==> config.mk <==
export PLATFORM = sky130hd
export DESIGN_NAME = mem_multi_bank_clear
export DESIGN_NICKNAME = d
export VERILOG_FILES = /design/src/rtl/mem_clear_pkg.sv /design/src/rtl/mem_single_bank.sv /design/src/rtl/mem_multi_bank_clear.sv
export SDC_FILE = /design/constraint.sdc
export NUM_CORES = 1
export LEC_CHECK = 0
export ABC_AREA = 1
export BUFFER_PORTS_ARGS = -buffer_cell sky130_fd_sc_hd__buf_2
export CAP_MARGIN = 20
export CORE_MARGIN = 2
export CORE_UTILIZATION = 55
export CTS_CLUSTER_DIAMETER = 50
export DETAILED_ROUTE_END_ITERATION = 12
export PLACE_DENSITY = 0.71
export SYNTH_ARGS = -nofsm -noshare
export SYNTH_HDL_FRONTEND = slang
export SYNTH_SLANG_ARGS = --single-unit
export TNS_END_PERCENT = 5
==> constraint.sdc <==
create_clock -name clk -period 4.1 [get_ports clk]
set_clock_uncertainty 0.2 [all_clocks]
set_input_delay 0.615 -clock clk [delete_from_list [all_inputs] [get_ports clk]]
set_output_delay 0.615 -clock clk [all_outputs]
set_load 0.05 [all_outputs]
==> src/rtl/mem_clear_pkg.sv <==
// Shared types and helpers for the banked RAM with per-bank clear sequencer.
package mem_clear_pkg;

    typedef enum logic [0:0] {
        StIdle,
        StClearing
    } clear_state_t;

    // Bank-select width; never narrower than one bit so a single bank still has a port.
    function automatic int unsigned bank_width(input int unsigned n);
        return (n > 1) ? $clog2(n) : 1;
    endfunction

endpackage

==> src/rtl/mem_single_bank.sv <==
// One RAM bank: single write port, asynchronous read port (old data on read-during-write).
module mem_single_bank #(
    parameter int unsigned DATA_WIDTH = 8,
    parameter int unsigned DEPTH      = 16
) (
    input  logic                     clk,
    input  logic                     we,
    input  logic [$clog2(DEPTH)-1:0] waddr,
    input  logic [DATA_WIDTH-1:0]    wdata,
    input  logic [$clog2(DEPTH)-1:0] raddr,
    output logic [DATA_WIDTH-1:0]    rdata
);

    logic [DATA_WIDTH-1:0] mem [DEPTH];

    always_ff @(posedge clk) begin
        if (we) begin
            mem[waddr] <= wdata;
        end
    end

    assign rdata = mem[raddr];

endmodule

==> src/rtl/mem_multi_bank_clear.sv <==
// Banked RAM with a background sequencer that wipes whole banks to DEFAULT_VALUE.
// Optional macro MEM_CLEAR_READ_MASK_EN: reads of the bank being cleared return DEFAULT_VALUE.
module mem_multi_bank_clear
    import mem_clear_pkg::*;
#(
    parameter int unsigned           DATA_WIDTH    = 8,
    parameter int unsigned           DEPTH         = 16,
    parameter int unsigned           NUM_BANKS     = 4,
    parameter int unsigned           OUTPUT_DELAY  = 1,
    parameter logic [DATA_WIDTH-1:0] DEFAULT_VALUE = '0
) (
    input  logic                                clk,
    input  logic                                reset,
    input  logic                                wea,
    input  logic [bank_width(NUM_BANKS)-1:0]    bank_a,
    input  logic [$clog2(DEPTH)-1:0]            addra,
    input  logic [DATA_WIDTH-1:0]               dia,
    input  logic                                reb,
    input  logic [bank_width(NUM_BANKS)-1:0]    bank_b,
    input  logic [$clog2(DEPTH)-1:0]            addrb,
    output logic [DATA_WIDTH-1:0]               dob,
    input  logic [NUM_BANKS-1:0]                clear_req,
    output logic [NUM_BANKS-1:0]                clear_pending,
    output logic                                clear_busy,
    output logic [bank_width(NUM_BANKS)-1:0]    clear_bank,
    output logic [NUM_BANKS-1:0]                clear_done_pulse
);

    localparam int unsigned BW = bank_width(NUM_BANKS);
    localparam int unsigned AW = $clog2(DEPTH);

    clear_state_t          state;
    logic [AW-1:0]         addr;
    logic [BW-1:0]         next_bank;
    logic [NUM_BANKS-1:0]  start_mask;
    logic [DATA_WIDTH-1:0] bank_rdata [NUM_BANKS];
    logic [DATA_WIDTH-1:0] rd_raw;
    logic [DATA_WIDTH-1:0] rd_data;
    logic                  rd_mask;

    // Lowest-index pending bank wins.
    always_comb begin
        next_bank = '0;
        for (int i = int'(NUM_BANKS) - 1; i >= 0; i--) begin
            if (clear_pending[i]) begin
                next_bank = BW'(i);
            end
        end
    end

    always_comb begin
        start_mask = '0;
        if (state == StIdle && |clear_pending) begin
            start_mask = NUM_BANKS'(1) << next_bank;
        end
    end

    always_ff @(posedge clk) begin
        if (reset) begin
            state            <= StIdle;
            addr             <= '0;
            clear_pending    <= '0;
            clear_busy       <= 1'b0;
            clear_bank       <= '0;
            clear_done_pulse <= '0;
        end else begin
            clear_pending    <= (clear_pending | clear_req) & ~start_mask;
            clear_done_pulse <= '0;
            unique case (state)
                StIdle: begin
                    if (|clear_pending) begin
                        clear_bank <= next_bank;
                        addr       <= '0;
                        clear_busy <= 1'b1;
                        state      <= StClearing;
                    end
                end
                StClearing: begin
                    if (addr == AW'(DEPTH - 1)) begin
                        state            <= StIdle;
                        clear_busy       <= 1'b0;
                        clear_done_pulse <= NUM_BANKS'(1) << clear_bank;
                    end else begin
                        addr <= addr + AW'(1);
                    end
                end
                default: state <= StIdle;
            endcase
        end
    end

    for (genvar b = 0; b < NUM_BANKS; b++) begin : g_bank
        logic          is_clear;
        logic          user_we;
        logic          we;
        logic [AW-1:0] waddr;
        logic [DATA_WIDTH-1:0] wdata;

        assign is_clear = clear_busy && (clear_bank == BW'(b));
        // The sequencer owns its bank; user writes to it are dropped.
        assign user_we  = wea && (bank_a == BW'(b)) && !is_clear;
        assign we       = !reset && (is_clear || user_we);
        assign waddr    = is_clear ? addr : addra;
        assign wdata    = is_clear ? DEFAULT_VALUE : dia;

        mem_single_bank #(
            .DATA_WIDTH (DATA_WIDTH),
            .DEPTH      (DEPTH)
        ) u_bank (
            .clk   (clk),
            .we    (we),
            .waddr (waddr),
            .wdata (wdata),
            .raddr (addrb),
            .rdata (bank_rdata[b])
        );
    end

    always_comb begin
        rd_raw = DEFAULT_VALUE;
        for (int i = 0; i < int'(NUM_BANKS); i++) begin
            if (bank_b == BW'(i)) begin
                rd_raw = bank_rdata[i];
            end
        end
    end

`ifdef MEM_CLEAR_READ_MASK_EN
    // Decided at issue time so the mask travels down the pipe with its data.
    assign rd_mask = clear_busy && (bank_b == clear_bank);
`else
    assign rd_mask = 1'b0;
`endif

    assign rd_data = rd_mask ? DEFAULT_VALUE : rd_raw;

    if (OUTPUT_DELAY == 0) begin : g_comb
        assign dob = rd_data;
    end else if (OUTPUT_DELAY == 1) begin : g_reg1
        logic [DATA_WIDTH-1:0] stage1;
        always_ff @(posedge clk) begin
            if (reset) begin
                stage1 <= DEFAULT_VALUE;
            end else if (reb) begin
                stage1 <= rd_data;
            end
        end
        assign dob = stage1;
    end else begin : g_reg2
        logic [DATA_WIDTH-1:0] stage1;
        logic [DATA_WIDTH-1:0] stage2;
        always_ff @(posedge clk) begin
            if (reset) begin
                stage1 <= DEFAULT_VALUE;
                stage2 <= DEFAULT_VALUE;
            end else if (reb) begin
                stage1 <= rd_data;
                stage2 <= stage1;
            end
        end
        assign dob = stage2;
    end

endmodule
# After elaboration in Yosys (flattened, before gate mapping)
# Memories as Yosys holds them, arrays and structs flattened.
# Index checks and enable logic that the tools add are counted.
[op_classes]
bitwise_logic = 5
add_sub_neg = 1
n_reduce_logical = 34
eq_ne = 13
mux = 34
n_shift = 2
[ops]
columns = ["op", "n"]
rows = [
  ["$mux W8", 8],
  ["$mux W4", 7],
  ["$logic_and A1 B1 Y1", 17],
  ["$eq A2 B2 Y1 const B", 6],
  ["$mux W1", 12],
  ["$mux W2", 4],
  ["$pmux W4 S2", 1],
  ["$shl A1 B2 Y4 const A", 2],
  ["$eq A2 B1 Y1 const B", 3],
  ["$logic_not A2 Y1", 3],
  ["$reduce_and A2 Y1", 3],
  ["$logic_not A1 Y1", 5],
  ["$add A4 B1 Y4 const B", 1],
  ["$and A4 B4 Y4", 1],
  ["$eq A4 B4 Y1 const B", 1],
  ["$logic_or A1 B1 Y1", 4],
  ["$ne A2 B1 Y1 const B", 2],
  ["$not A4 Y4", 1],
  ["$or A4 B4 Y4", 1],
  ["$pmux W1 S2", 2],
  ["$reduce_or A4 Y1", 1],
  ["$reduce_or A3 Y1", 1],
  ["$ne A2 B2 Y1 const B", 1],
  ["$not A1 Y1", 2],
]
[totals]
reg_bits = 24
elab_cells = 100
memories = 4
output_inout_bits = 19
in_bits = 28
ram_bits = 512
[memory_table]
columns = ["memory", "words", "word_bits", "rd", "rd_ports_with_merged_regs", "wr", "line", "source"]
rows = [
  ["g_bank[0].u_bank.mem", 16, 8, 1, 0, 1, "mem_single_bank.sv:14", "logic [DATA_WIDTH-1:0] mem [DEPTH];"],
  ["g_bank[1].u_bank.mem", 16, 8, 1, 0, 1, "mem_single_bank.sv:14", ""],
  ["g_bank[2].u_bank.mem", 16, 8, 1, 0, 1, "mem_single_bank.sv:14", ""],
  ["g_bank[3].u_bank.mem", 16, 8, 1, 0, 1, "mem_single_bank.sv:14", ""],
]

# Longest topological paths before layout
[logic_depth]
word_depth = 8
ltp_mapped = 14
depth_no_buf = 11

# Hierarchy
# Synthesis repeated with hierarchy kept, for this count alone.
[hier_totals]
hier_cells = 2456
hier_area_um2 = 24043.1
[by_module_without_submodules]
columns = ["mod", "cells_each", "seq_area_each_um2", "area_each_um2", "instances"]
rows = [
  ["mem_single_bank at g_bank[1].u_bank ...", 543, 3843.7, 5606.6, 3],
  ["mem_single_bank at g_bank[0].u_bank", 545, 3843.7, 5611.6, 1],
  ["mem_multi_bank_clear", 282, 480.5, 1611.5, 1],
]

# Least setup slack after synthesis
# OpenSTA, ideal clock, no wires.
[synth_timing]
kind = "flip-flop to flip-flop"
startpoint = "register clear_bank[0]"
endpoint = "memory g_bank[3].u_bank.mem[3][0], enable pin"
period_less_slack_ps = 2699
stages_incl_launch_ff = 7
setup_time_ps = 370
path_slack_ps = 1401
arrival_time_ps = 2128
n_path_buf = 2
required_ps = 3530
cell_sequence = "dfxtp_1 -> buf_2 -> nand3_1 -> buf_2 -> a21oi_1 -> nand3_1 -> nor2_1"
[synth_between]
elab_chain_cells = 8
word_cells_on_any_way = 9
cone_classes = "eq/ne (1); mux (3); reduce/logical (5)"
[synth_lines]
columns = ["element", "line", "source"]
rows = [
  ["start: declaration", "mem_multi_bank_clear.sv:25", "output logic [bank_width(NUM_BANKS)-1:0] clear_bank,"],
  ["start signal: assignment", "mem_multi_bank_clear.sv:72", "clear_bank <= next_bank;"],
  ["$eq A2 B2 Y1 *", "mem_multi_bank_clear.sv:99", "assign is_clear = clear_busy && (clear_bank == BW'(b));"],
  ["$logic_and A1 B1 Y1 *", "mem_multi_bank_clear.sv:99", ""],
  ["$logic_not A1 Y1", "mem_multi_bank_clear.sv:101", "assign user_we = wea && (bank_a == BW'(b)) && !is_clear;"],
  ["$logic_and A1 B1 Y1", "mem_multi_bank_clear.sv:101", ""],
  ["$logic_or A1 B1 Y1", "mem_multi_bank_clear.sv:102", "assign we = !reset && (is_clear || user_we);"],
  ["$logic_and A1 B1 Y1", "mem_multi_bank_clear.sv:102", ""],
  ["$mux W1", "mem_single_bank.sv:17", "if (we) begin"],
  ["$mux W1 (not written as such)", "mem_single_bank.sv:18", "mem[waddr] <= wdata;"],
  ["end: declaration", "mem_single_bank.sv:14", ""],
]
# Every way passes the cells marked *; elsewhere a longest branch is shown, timed or not.

# Worst setup path after layout
[layout_timing]
startpoint = "register clear_bank[0]"
endpoint = "memory g_bank[1].u_bank.mem[4][5], enable pin"
[layout_between]
elab_chain_cells = 8
word_cells_on_any_way = 9
cone_classes = "eq/ne (1); mux (3); reduce/logical (5)"
[layout_lines]
columns = ["element", "line"]
rows = [
  ["$eq A2 B1 Y1 *", "mem_multi_bank_clear.sv:99"],
  ["$logic_and A1 B1 Y1 *", "mem_multi_bank_clear.sv:99"],
  ["$logic_not A1 Y1", "mem_multi_bank_clear.sv:101"],
  ["$logic_and A1 B1 Y1", "mem_multi_bank_clear.sv:101"],
  ["$logic_or A1 B1 Y1", "mem_multi_bank_clear.sv:102"],
  ["$logic_and A1 B1 Y1", "mem_multi_bank_clear.sv:102"],
  ["$mux W1", "mem_single_bank.sv:17"],
  ["$mux W1 (not written as such)", "mem_single_bank.sv:18"],
  ["end: declaration", "mem_single_bank.sv:14"],
]
# Marked as above.

==> results by group <==
Run status
  – Status: finished clean

Finish
  – Non-filler cells, final: 2789
  – Most frequent cells in the layout: nand2_1 (623), edfxtp_1 (512), nand3_1 (286)
  – Final instance area: 25300 um2
  – Finished Core Util: 61.7%
  – Most common cell after layout, fill and taps aside: nand2_1
  – Area delta synth->final: 10.3%
  – Fraction of layout cells with a size suffix above 1: 7.36%
  – Final #Nets: 2241

Clock network
  – Setup repair bufs after CTS: 0
  – Longest Clk Path Bufs: 3
  – Clk slew on worst S/H paths: 0.06 ns
  – CTS buffer count: 54
  – Root Buffer: clkbuf_16
  – CTS HTree Levels: 2
  – Clock Sinks: 536
  – Hold_buf cts: 0
  – Skew-Pair Late Insertion Delay: 0.61 ns
  – TritonCTS clock tree: yes
  – Post-CTS sizing: 0

Critical path
  – Crit path cell chain: nand3_1, o21ai_0, nand2_1, nor2_1
  – Crit path launch: clear_bank[0]
  – Slowest CP cell: nor2_1
  – Arr. time, crit path: 3.27 ns
  – Highest cell delay on the worst timing path: 0.71 ns
  – Critical path's top delay family: simple AND/OR/NAND/NOR gates
  – FF-to-FF Start: clear_bank[0]
  – FF-to-FF path depth: 4
  – Req. time, crit path: 4.13 ns
  – Worst setup SP type: flop
  – Crit Path Category: reg2reg
  – R2R Path End: g_bank[1].u_bank.mem[4][5]
  – Worst R2R Setup Slack: 0.86 ns
  – Crit. End Element: flop
  – Max FO, Critical Path: 17
  – WP buf/inv: 0

Placement
  – Area after DPL: 23600 um2
  – # port buffers: 46
  – Final GP Congestion: 0.865
  – Post-DP HPWL: 34.1 mm
  – Dpl cells: 2682

STA
  – Setup violators final: 0
  – Fmax: 309 MHz
  – Setup TNS: 0 ns
  – Final slew viol count: 0
  – Min cycle time layout: 3.24 ns
  – Hold slack final: 0.0233 ns
  – Normalized max-slew margin: 24.5%
  – Worst-Margin Slew: 1.13 ns
  – Final hold vios: 0
  – RSZ-0062 raised after global routing: false
  – Final worst-path cycle share: 79.0%

Yosys
  – Synthesized area per cell: 10.5 um2
  – Sequential cell area fraction in the yosys report: 69.1%
  – Post-Synth Simple-Gate Area: 20.6%
  – Post-synthesis cell count: 2190
  – Cell Area, Synth: 22900 um2
  – Net Count, Synth: 2219
  – Area share of fa/ha/maj cells after synthesis: 0.0545%
  – Synth area leader: edfxtp_1
  – Post-synth top area share: 67.0%
  – Compound-Gate Fraction of Synth Area: 4.25%
  – Synth warn: 0
  – Post-synth cell types: 32
  – Mux contribution to synthesized area: 0%
  – Post-Synth XOR/XNOR Area: 0%
  – Register bit count reported by yosys: 536
  – Main combinational cell family by area after synthesis: simple AND/OR/NAND/NOR gates
  – Top cells by area, synth: edfxtp_1 (67%), nand2_1 (10%), nand3_1 (6.2%)

Route
  – DR iter-0 viols: 1699
  – Met3 wire len: 5.35 mm
  – Detail Route Antenna Nets: 0
  – Uppermost layer routed: met4
  – M1 WL: 22.3 mm
  – Routed WL per cell: 20.0 um
  – # DRC: 0
  – Routed wl met2: 26.6 mm
  – Total iterations of the first detailed-routing run: 6
  – Post-DR vias/cell: 5.69
  – Final wirelength: 55.6 mm
  – Via Count: 15.9k

Min path
  – Hold depth: 3
  – Critical hold path startpoint: clear_req[3]
  – Worst Hold Path EP: clear_pending[3]
  – Tightest Hold Check Type: in2reg

GRT
  – Gr ovfl total: 0
  – First-pass GRT wire length: 85.9 mm
  – Initial antenna violation count: 1
  – Vias in the first global route: 15.2k
  – Largest net degree at the start of global routing: 131
  – Total Routing Usage GR: 25.9%

Floorplanning
  – Num rows: 74
  – Die ar.: 43400 um2
  – Die W: 208 um
  – Initial Util: 55.9%
  – IO Count: 47
  – Core Box Area: 41000 um2
  – Chip height: 208 um

Power and ir drop
  – Leakage: 9.91 nW
  – Worst VDD drop: 0.394 mV
  – Pwr per Cell Area: 464 nW/um2

Run
  – Maxcap violations: 0
[metrics by stage]
stage          power, mW  worst slack, ns
2_1_floorplan       6.82             1.40
6_report            11.7            0.860
4_1_cts             11.7            0.947
5_1_grt             12.1            0.645
3_3_place_gp        7.12             1.01
3_5_place_dp        7.15            0.946
[tightest hold or removal path: stages]
cell and delay [ns]:
buf_2 0.07, o211ai_1 0.07, inv_1 0.05
[logic make-up after synthesis]
group	after synthesis
AND/OR/NAND/NOR	1153
AO/OA/AOI/OAI	176
buffers and inverters	324
flip-flops	536
adder cells (fa/ha/maj)	1
[registers in the layout (all words and copies together), names as in the netlist]
register	count
addr	4
clear_bank	2
clear_busy	1
clear_done_pulse	4
clear_pending	4
dob	8
g_bank.u_bank.mem	512
state	1
[worst max path at each step]
| stage | endpoint | slack (ns) | depth (start not counted) |
|---|---|---|---|
| after detailed placement | g_bank[1].u_bank.mem[4][4] | 0.95 | 4 |
| after CTS | g_bank[1].u_bank.mem[4][3] | 0.95 | 4 |
| after global placement | dob[0] | 1.01 | 12 |
| after floorplan | g_bank[3].u_bank.mem[3][0] | 1.40 | 6 |
| after global routing | g_bank[1].u_bank.mem[6][6] | 0.65 | 4 |
| final | g_bank[1].u_bank.mem[4][5] | 0.86 | 4 |
[area by class of cell]
class	instances	area [um2]
flip-flops and latches	536	15900
fillers	3213	15700
multi-input cells	1330	5710
clock buffers	79	1520
inverters	215	816
well taps	532	666
repair buffers	75	582
clock inverters	21	154
diodes	1	2.50
[where the power goes]
part	total, mW	switching, mW	internal (mW)
combinational	0.937	0.714	0.223
sequential	6.13	0.0313	6.10
clock	4.66	2.04	2.63
[synthesized netlist by cell type (all sizes together)]
cell type and instances:
nand4 1, buf 90, dfxtp 24, nand2 624
clkinv 2, o211ai 25, ha 1, o221a 1
nor2 239, o22ai 1, nor3 3, a211oi 1
a31oi 1, inv 213, nand3 286, o221ai 2
o31ai 1, a21oi 23, clkbuf 19, edfxtp 512
o21ai 121
[routing by layer]
metal / vias to the layer above / track usage [%]
met5: - / 0
li1: 7388 / -
met2: 788 / 42.1
met1: 7592 / 35.9
met4: 0 / 7.59
met3: 115 / 4.77
No activity file was read; power rests on OpenSTA's default activity.
